## config.mk

```make
export PLATFORM = sky130hd
export DESIGN_NAME = serial_frame_detector
export DESIGN_NICKNAME = d
export VERILOG_FILES = /design/src/rtl/serial_frame_detector.sv
export SDC_FILE = /design/constraint.sdc
export NUM_CORES = 1
export LEC_CHECK = 0
export BUFFER_PORTS_ARGS = -buffer_cell sky130_fd_sc_hd__buf_4
export CAP_MARGIN = 15
export CORE_AREA = 3 3 40 42
export CTS_CLUSTER_DIAMETER = 200
export DETAILED_ROUTE_END_ITERATION = 10
export DIE_AREA = 0 0 43 45
export PLACE_DENSITY = 0.57
export RECOVER_POWER = 25
export SKIP_CTS_REPAIR_TIMING = 1
export SLEW_MARGIN = 15
export SYNTH_ARGS = -nofsm -noshare
export SYNTH_HDL_FRONTEND = slang
export SYNTH_HIERARCHICAL = 1
export SYNTH_SLANG_ARGS = --single-unit
```

## constraint.sdc

```tcl
create_clock -name clk -period 1.6 [get_ports clk]
set_clock_uncertainty 0.05 [all_clocks]
set_input_delay 0.24 -clock clk [delete_from_list [all_inputs] [get_ports clk]]
set_output_delay 0.24 -clock clk [all_outputs]
set_load 0.005 [all_outputs]
```

## src/rtl/serial_frame_detector.sv

```systemverilog
// serial_frame_detector: frame-extraction stage on the serial receive path.
// It looks for the start pattern 1101 (oldest bit first) in a 1-bit stream and then
// forwards the next PAYLOAD_LEN bits with a valid strobe.
// The file holds three modules:
//   serdet_fsm      - start-pattern detector and payload-window FSM
//   serdet_counter  - 4-bit payload position counter
//   serial_frame_detector (top) - links the two through inc_cnt / rst_cnt / Co
//
// Top ports:
//   clk          in   system clock, rising edge
//   rst          in   asynchronous active-low reset
//   Clk_EN       in   clock enable; every register holds while low
//   SerIn        in   serial data
//   SerOut       out  forwarded payload bit (0 outside the payload window)
//   SerOutValid  out  high during the PAYLOAD_LEN payload cycles
//   Count_out    out  payload counter value
//
// Optional feature macro: SERDET_COUNT_HOLD_EN
//   defined   - the counter is cleared only when a frame starts, so Count_out keeps
//               PAYLOAD_LEN-1 between frames
//   undefined - the counter is also cleared while searching, so Count_out returns
//               to 0 one enabled edge after a frame

// Detector FSM. Its outputs are Mealy: SerOut follows SerIn in PAYLOAD with zero latency.
module serdet_fsm (
    input  logic clk,
    input  logic rst,
    input  logic Clk_EN,
    input  logic SerIn,
    input  logic Co,
    output logic SerOut,
    output logic SerOutValid,
    output logic inc_cnt,
    output logic rst_cnt
);

    typedef enum logic [2:0] {
        StS0,
        StS1,
        StS11,
        StS110,
        StPayload
    } state_e;

    state_e state_q, state_d;

    always_ff @(posedge clk or negedge rst) begin
        if (!rst) begin
            state_q <= StS0;
        end else if (Clk_EN) begin
            state_q <= state_d;
        end
    end

    always_comb begin
        state_d     = state_q;
        SerOut      = 1'b0;
        SerOutValid = 1'b0;
        inc_cnt     = 1'b0;
        rst_cnt     = 1'b0;
        unique case (state_q)
            StS0: begin
                if (SerIn) state_d = StS1;
`ifndef SERDET_COUNT_HOLD_EN
                rst_cnt = 1'b1;
`endif
            end
            StS1: begin
                state_d = SerIn ? StS11 : StS0;
`ifndef SERDET_COUNT_HOLD_EN
                rst_cnt = 1'b1;
`endif
            end
            StS11: begin
                // A run of 1s keeps the "11" prefix alive.
                state_d = SerIn ? StS11 : StS110;
`ifndef SERDET_COUNT_HOLD_EN
                rst_cnt = 1'b1;
`endif
            end
            StS110: begin
                if (SerIn) begin
                    state_d = StPayload;
                    // Counter enters PAYLOAD at 0.
                    rst_cnt = 1'b1;
                end else begin
                    state_d = StS0;
                end
            end
            StPayload: begin
                SerOutValid = 1'b1;
                SerOut      = SerIn;
                // Counter stops at PAYLOAD_LEN-1 on the last payload cycle.
                inc_cnt     = ~Co;
                if (Co) state_d = StS0;
            end
            default: begin
                state_d = StS0;
            end
        endcase
    end

endmodule

// Payload position counter; a clear request wins over an increment.
module serdet_counter #(
    parameter int unsigned PAYLOAD_LEN = 4
) (
    input  logic       clk,
    input  logic       rst,
    input  logic       Clk_EN,
    input  logic       inc_cnt,
    input  logic       rst_cnt,
    output logic       Co,
    output logic [3:0] Count_out
);

    localparam logic [3:0] LastIdx = 4'(PAYLOAD_LEN - 1);

    logic [3:0] count_q;

    always_ff @(posedge clk or negedge rst) begin
        if (!rst) begin
            count_q <= 4'd0;
        end else if (Clk_EN) begin
            if (rst_cnt) begin
                count_q <= 4'd0;
            end else if (inc_cnt) begin
                count_q <= count_q + 4'd1;
            end
        end
    end

    assign Co        = (count_q == LastIdx);
    assign Count_out = count_q;

endmodule

module serial_frame_detector #(
    parameter int unsigned PAYLOAD_LEN = 4
) (
    input  logic       clk,
    input  logic       rst,
    input  logic       Clk_EN,
    input  logic       SerIn,
    output logic       SerOut,
    output logic       SerOutValid,
    output logic [3:0] Count_out
);

    logic inc_cnt;
    logic rst_cnt;
    logic Co;

    serdet_fsm u_fsm (
        .clk         (clk),
        .rst         (rst),
        .Clk_EN      (Clk_EN),
        .SerIn       (SerIn),
        .Co          (Co),
        .SerOut      (SerOut),
        .SerOutValid (SerOutValid),
        .inc_cnt     (inc_cnt),
        .rst_cnt     (rst_cnt)
    );

    serdet_counter #(
        .PAYLOAD_LEN (PAYLOAD_LEN)
    ) u_counter (
        .clk       (clk),
        .rst       (rst),
        .Clk_EN    (Clk_EN),
        .inc_cnt   (inc_cnt),
        .rst_cnt   (rst_cnt),
        .Co        (Co),
        .Count_out (Count_out)
    );

endmodule

```

==> results of run 1 <==
[layout make-up]
class	count	area [sq um]
clock buffer	4	26.3
fill	126	666
inverter	7	26.3
multi-input combinational	30	239
sequential	7	175
tap	15	18.8
timing repair buffer	18	134
[cell usage after synthesis, drive strengths merged]
| library cell | instances | area [sq um] |
|---|---|---|
| nand4 | 2 | 12.5 |
| inv | 7 | 26.3 |
| o31a | 1 | 8.76 |
| buf | 1 | 7.51 |
| o21a | 1 | 7.51 |
| o221ai | 1 | 8.76 |
| nor3 | 2 | 10.0 |
| a31oi | 1 | 6.26 |
| and4b | 1 | 10.0 |
| nand2 | 2 | 7.51 |
| nand4b | 1 | 8.76 |
| nor2 | 1 | 3.75 |
| xnor2 | 1 | 8.76 |
| ha | 1 | 12.5 |
| and3 | 1 | 6.26 |
| mux2i | 2 | 20.0 |
| dfrtp | 7 | 175 |
| nor2b | 1 | 6.26 |
| o22ai | 5 | 31.3 |
| a21oi | 1 | 5.00 |
| nand2b | 1 | 6.26 |
| nand3 | 1 | 5.00 |
| mux2 | 1 | 11.3 |
| or3b | 2 | 17.5 |
[worst max-delay path by stage]
stage	to	slack (ns)	depth (start not counted)
finish	u_counter/Count_out[3]	0.05	6
global route	u_counter/Count_out[3]	-0.006	6
CTS	u_counter/Count_out[3]	-0.05	6
detailed placement	u_counter/Count_out[3]	-0.04	6
global placement	u_counter/Count_out[3]	-0.02	6
floorplan	u_counter/Count_out[0]	0.02	6
[routing by layer]
metal  wire [um]  vias up  share of wire (%)
met4           0        0                  0
met2         520       14                 48
met1         515      208                 48
met3          40        0                3.7
li1            -      210                  -
met5           0        -                  0
[stage by stage]
stage	total power, mW	utilization [%]
final	0.737	48.2
after global routing	0.787	48.2
after CTS	0.731	46.1
after detailed placement	0.556	44.0
after global placement	0.551	44.0
after floorplan	0.438	-
[tightest hold or removal path: stages]
cell and delay [ns]:
buf_4 0.13, nand4_1 0.06, mux2i_1 0.06
[sequential cells by signal (all words and copies together), names as in the netlist]
signal,cells
u_counter/Count_out,4
u_fsm/state_q,3
[power by group through the flow]
stage	Sequential, mW	Clock, mW	Combinational, mW
6_report	0.241	0.168	0.328
3_3_place_gp	0.243	0	0.308
5_1_grt	0.245	0.189	0.353
2_1_floorplan	0.251	0	0.188
3_5_place_dp	0.244	0	0.312
4_1_cts	0.241	0.177	0.313
[logic make-up after synthesis]
| kind of cell | after synthesis |
|---|---|
| compound gates | 10 |
| xor+xnor | 1 |
| buf+inv | 8 |
| mux | 3 |
| fa+ha+maj | 1 |
| simple gates | 15 |
| flops | 7 |
==> flow_metrics.py, run 1 <==
metrics = {
    "worst_setup_path": {
        "required_ns": 1.66,
        "critical_path_arrival_ns": 1.61,
        "path_buf_inv": 0,
        "worst-r2r-setup-slack_ns": 0.05,
        "cp-start-kind": "flop",
        "critPathLaunch": "u_counter/Count_out[0]",
        "cp_slowest_cell": "dfrtp_1",
        "timing.rr.end": "u_counter/Count_out[3]",
        "crit_type": "reg2reg",
        "worst-path-max-fanout": 5,
        "endpoint_kind": "flop",
        "worstReg2RegStart": "u_counter/Count_out[0]",
        "crit_path_cell_trace": "ha_2 > and3_4 > nor3_4 > nand4_1 > mux2i_1 > o22ai_1",
        "cp_top_family": "simple AND/OR/NAND/NOR gates",
        "reg2reg_depth": 6,
        "cp_slowest_stage_delay_ns": 0.40,
    },
    "cells_and_area": {
        "finalNonFillerCells": 81,
        "area_growth_pct": 46.4,
        "drive_gt1_share_pct": 36.4,
        "final_cell_mix": "buf_4, dfrtp_1, inv_1",
        "nNetsFinal": 72,
        "diodes": 0,
        "design_area_sq_um": 619,
        "layout_commonest_cell": "buf_4",
    },
    "floorplan": {
        "io_pins": 10,
        "die_h_um": 45,
        "rows": 13,
        "fp.dieW_um": 43,
        "core_area_sq_um": 1280,
        "die_area_sq_um": 1940,
        "start_util_pct": 32.9,
    },
    "worst_hold_path": {
        "hold_depth": 3,
        "worst_hold_path.endpoint": "u_fsm/state_q[2]",
        "hold_class": "in2reg",
        "min_from": "SerIn",
    },
    "place": {
        "placed_area_sq_um": 566,
        "hpwlAfterDp_um": 731,
        "place.gp.congestion": 0.766,
        "dp_slack_ns": -0.0394,
        "place.port_buffers": 9,
        "placedCellCount": 75,
    },
    "cts": {
        "tritoncts": "done",
        "cts_root_buf": "clkbuf_4",
        "cts.path.max_buffers": 2,
        "cts_made_buffers": 3,
        "clk_latency_ns": 0.25,
        "cts_sinks": 7,
        "cts-htree-levels": 1,
        "clk_pin_slew_worst_paths_ns": 0.06,
    },
    "timing": {
        "period_minus_slack_ns": 1.55,
        "slew-limit-headroom_pct": 66.8,
        "finalWorstSetupSlack_ns": 0.0519,
        "finalHoldViolCount": 0,
        "finalSetupViolCount": 0,
        "min_period_over_period_pct": 96.8,
        "fmax_mhz": 646,
        "slew_viol_final": 0,
        "tns_ns": 0,
        "tightest_slew_ns": 0.496,
        "holdWs_ns": 0.233,
    },
    "yosys": {
        "syn_area_sq_um": 423,
        "ys_warn_count": 6,
        "synth_cell_types": 24,
        "synth_fa_ha_area_share_pct": 2.96,
        "synth_top_family_by_area": "simple AND/OR/NAND/NOR gates",
        "yosysSeqAreaShare_pct": 41.4,
        "synthSimpleGateAreaFrac_pct": 22.2,
        "syn-num-nets": 50,
        "synthXorXnorAreaFrac_pct": 2.07,
        "synth_compound_area_share_pct": 16.0,
        "synthCells": 45,
        "synth.area.mux_share_pct": 7.40,
        "ys_ff_latch": 7,
        "syn_area_per_cell_sq_um": 9.40,
    },
    "global_routing": {
        "use_met3_pct": 3.59,
        "met2_usage_pct": 15.9,
        "grt_pass1_vias": 341,
        "overflow": 0,
        "grt_max_degree": 15,
        "antenna_found_initial": 0,
        "grt_most_used_layer": "met2",
        "track_usage_pct": 12.0,
        "grt_util_met1_pct": 15.4,
        "grt_pass1_wl_um": 1640,
    },
    "power_and_ir_drop": {
        "ir_drop_uv": 512,
        "power_frac_comb_pct": 44.5,
        "p_int_uw": 473,
        "switching_share_pct": 35.9,
        "p_seq_share_pct": 32.7,
        "power_switching_uw": 264,
        "p_per_area_nw_per_um2": 1190,
        "clkPwrFrac_pct": 22.8,
        "p_leak_nw": 0.283,
    },
    "routing": {
        "viasPerCell": 5.33,
        "postRouteAntennaNets": 0,
        "drtIter0Drc": 5,
        "vias": 432,
        "drt_pass1_iterations": 4,
        "drt-wirelength-per-cell_um": 13.3,
        "drc": 0,
        "routed_wl_um": 1080,
    },
    "job": {
        "maxCapViolCount": 0,
    },
    "outcome": {
        "status": "finished clean",
    },
}
(Power assumes the default switching activity.)
==> run 2: changes to the inputs <==
--- a/config.mk
+++ b/config.mk
@@ -5,6 +5,7 @@
 export SDC_FILE = /design/constraint.sdc
 export NUM_CORES = 1
 export LEC_CHECK = 0
+export ABC_CLOCK_PERIOD_IN_PS = 1600
 export BUFFER_PORTS_ARGS = -buffer_cell sky130_fd_sc_hd__buf_4
 export CAP_MARGIN = 15
 export CORE_AREA = 3 3 40 42
@@ -13,6 +14,7 @@
 export DIE_AREA = 0 0 43 45
 export PLACE_DENSITY = 0.57
 export RECOVER_POWER = 25
+export SETUP_SLACK_MARGIN = 0.1
 export SKIP_CTS_REPAIR_TIMING = 1
 export SLEW_MARGIN = 15
 export SYNTH_ARGS = -nofsm -noshare
==> run 2 against run 1 <==
Against the previous run: largest cell class unchanged; routed wire length shrank 8.8%; critical endpoint unchanged; clock power is 2% lower; count of clock-buffer cells in the layout is the same; total power down 1.8%; critical path depth is the same; final area is 0.20% higher; fmax up 1.4%; first-iteration DRC count grew 40%; sequential cell count stayed put; core utilization rose by 0.097 points.
==> flow_metrics.py, run 2 (synthesized netlist as in run 1, its figures left out) <==
metrics = {
    "job": {
        "maxCapViolCount": 0,
    },
    "global_routing": {
        "grt_max_degree": 15,
        "grt_pass1_vias": 329,
        "overflow": 0,
        "antenna_found_initial": 0,
        "track_usage_pct": 11.2,
        "grt_pass1_wl_um": 1510,
    },
    "power_and_ir_drop": {
        "p_int_uw": 473,
        "power_switching_uw": 251,
        "ir_drop_uv": 580,
        "p_seq_share_pct": 34.5,
        "power_frac_comb_pct": 42.8,
        "p_per_area_nw_per_um2": 1170,
        "clkPwrFrac_pct": 22.7,
        "p_leak_nw": 0.279,
        "switching_share_pct": 34.7,
        "power_uw": 723,
    },
    "worst_setup_path": {
        "critical_path_arrival_ns": 1.59,
        "crit_path_cell_trace": "ha_2 > and3_4 > nor3_4 > nand4_1 > mux2i_1 > o22ai_1",
        "cp-start-kind": "flop",
        "cp_top_family": "simple AND/OR/NAND/NOR gates",
        "critPathLaunch": "u_counter/Count_out[1]",
        "endpoint_kind": "flop",
        "path_buf_inv": 0,
        "worst-path-max-fanout": 5,
        "worstReg2RegStart": "u_counter/Count_out[1]",
        "required_ns": 1.66,
        "cp_slowest_stage_delay_ns": 0.38,
        "crit_type": "reg2reg",
        "cp_slowest_cell": "dfrtp_1",
    },
    "timing": {
        "period_minus_slack_ns": 1.53,
        "finalHoldViolCount": 0,
        "rsz0062_at_grt": "yes",
        "tightest_slew_ns": 0.457,
        "min_period_over_period_pct": 95.4,
        "holdWs_ns": 0.244,
        "slew_viol_final": 0,
        "slew-limit-headroom_pct": 69.4,
        "finalSetupViolCount": 0,
        "fmax_mhz": 655,
    },
    "cells_and_area": {
        "n_fill_cell": 130,
        "largest_register_ffs": 4,
        "finalNonFillerCells": 80,
        "register_area_sq_um": 175,
        "multi_input_area_sq_um": 244,
        "drive_gt1_share_pct": 36.9,
        "final_cell_mix": "buf_4, dfrtp_1, inv_1",
        "design_area_sq_um": 621,
        "nNetsFinal": 71,
        "area_growth_pct": 46.7,
        "diodes": 0,
        "layout_commonest_cell": "buf_4",
    },
    "routing": {
        "drc": 0,
        "drt_pass1_iterations": 4,
        "routed_wl_um": 981,
        "vias": 403,
        "viasPerCell": 5.04,
        "drt-wirelength-per-cell_um": 12.3,
        "drtIter0Drc": 7,
        "postRouteAntennaNets": 0,
    },
    "outcome": {
        "status": "finished clean",
    },
    "floorplan": {
        "io_pins": 10,
        "start_util_pct": 32.9,
        "die_h_um": 45,
        "fp.dieW_um": 43,
        "die_area_sq_um": 1940,
        "core_area_sq_um": 1280,
        "rows": 13,
    },
    "cts": {
        "clk_pin_slew_worst_paths_ns": 0.05,
        "tritoncts": "done",
        "cts.path.max_buffers": 2,
        "clk_latency_ns": 0.25,
        "cts_sinks": 7,
        "cts_made_buffers": 3,
        "cts-htree-levels": 1,
        "cts_root_buf": "clkbuf_4",
    },
    "place": {
        "place.gp.congestion": 0.743,
        "hpwlAfterDp_um": 712,
        "placed_area_sq_um": 573,
        "placedCellCount": 75,
        "place.port_buffers": 9,
    },
    "worst_hold_path": {
        "hold_class": "in2reg",
        "min_from": "Clk_EN",
    },
}
==> run 2: cell types whose count changed in the layout (fill, tap and decap cells not counted) <==
cell and delta:
nand3_2 +1, nand3_1 -1, buf_4 -2, buf_6 +1
==> run 2: metal layers <==
metal / routed length [um] / GRT usage, % / up-vias
li1: - / - / 205
met1: 444 / 14.5 / 184
met2: 467 / 15.3 / 12
met3: 53 / 3.59 / 2
met4: 16 / 9.04 / 0
met5: 0 / 0 / -
==> run 2: power groups by stage <==
| stage | sequential, mW | clock, mW | combinational (mW) |
|---|---|---|---|
| final | 0.250 | 0.164 | 0.310 |
| after CTS | 0.250 | 0.172 | 0.299 |
| after floorplan | 0.251 | 0 | 0.189 |
| after detailed placement | 0.253 | 0 | 0.298 |
| after global routing | 0.254 | 0.180 | 0.339 |
| after global placement | 0.252 | 0 | 0.296 |
==> run 2: cell type report <==
cell class / count / share of cell area [%]
clock buffers: 4 / 4.23
inverters: 7 / 4.23
multi-input cells: 30 / 39.3
flip-flops and latches: 7 / 28.2
well taps: 15 / 3.02
repair buffers: 17 / 21.0
==> run 2: worst paths after layout <==
kind	end	slack, ns	depth (start not counted)
max	u_counter/Count_out[3]	0.07	6
min	u_counter/Count_out[0]	0.24	2
max reg2reg	u_counter/Count_out[3]	0.07	6
min reg2reg	u_counter/Count_out[2]	0.52	2
max in group asynchronous	u_fsm/state_q[2]	0.85	2
min in group asynchronous	u_counter/Count_out[3]	0.37	2
==> run 2: stage by stage <==
stage / util, % / TNS (ns) / setup slack (ns)
3_3_place_gp: 44.6 / 0 / 0.0807
4_1_cts: 46.6 / 0 / 0.0277
3_5_place_dp: 44.6 / 0 / 0.0422
6_report: 48.3 / 0 / 0.0738
5_1_grt: 48.3 / -0.0385 / -0.0252
2_1_floorplan: - / 0 / 0.0671
==> run 2: worst reg2reg max path, stage by stage (launching register included) <==
cell and delay [ns]:
dfrtp_1 0.38, ha_2 0.20, and3_4 0.16, nor3_4 0.20, nand4_1 0.16, mux2i_1 0.17
o22ai_1 0.08
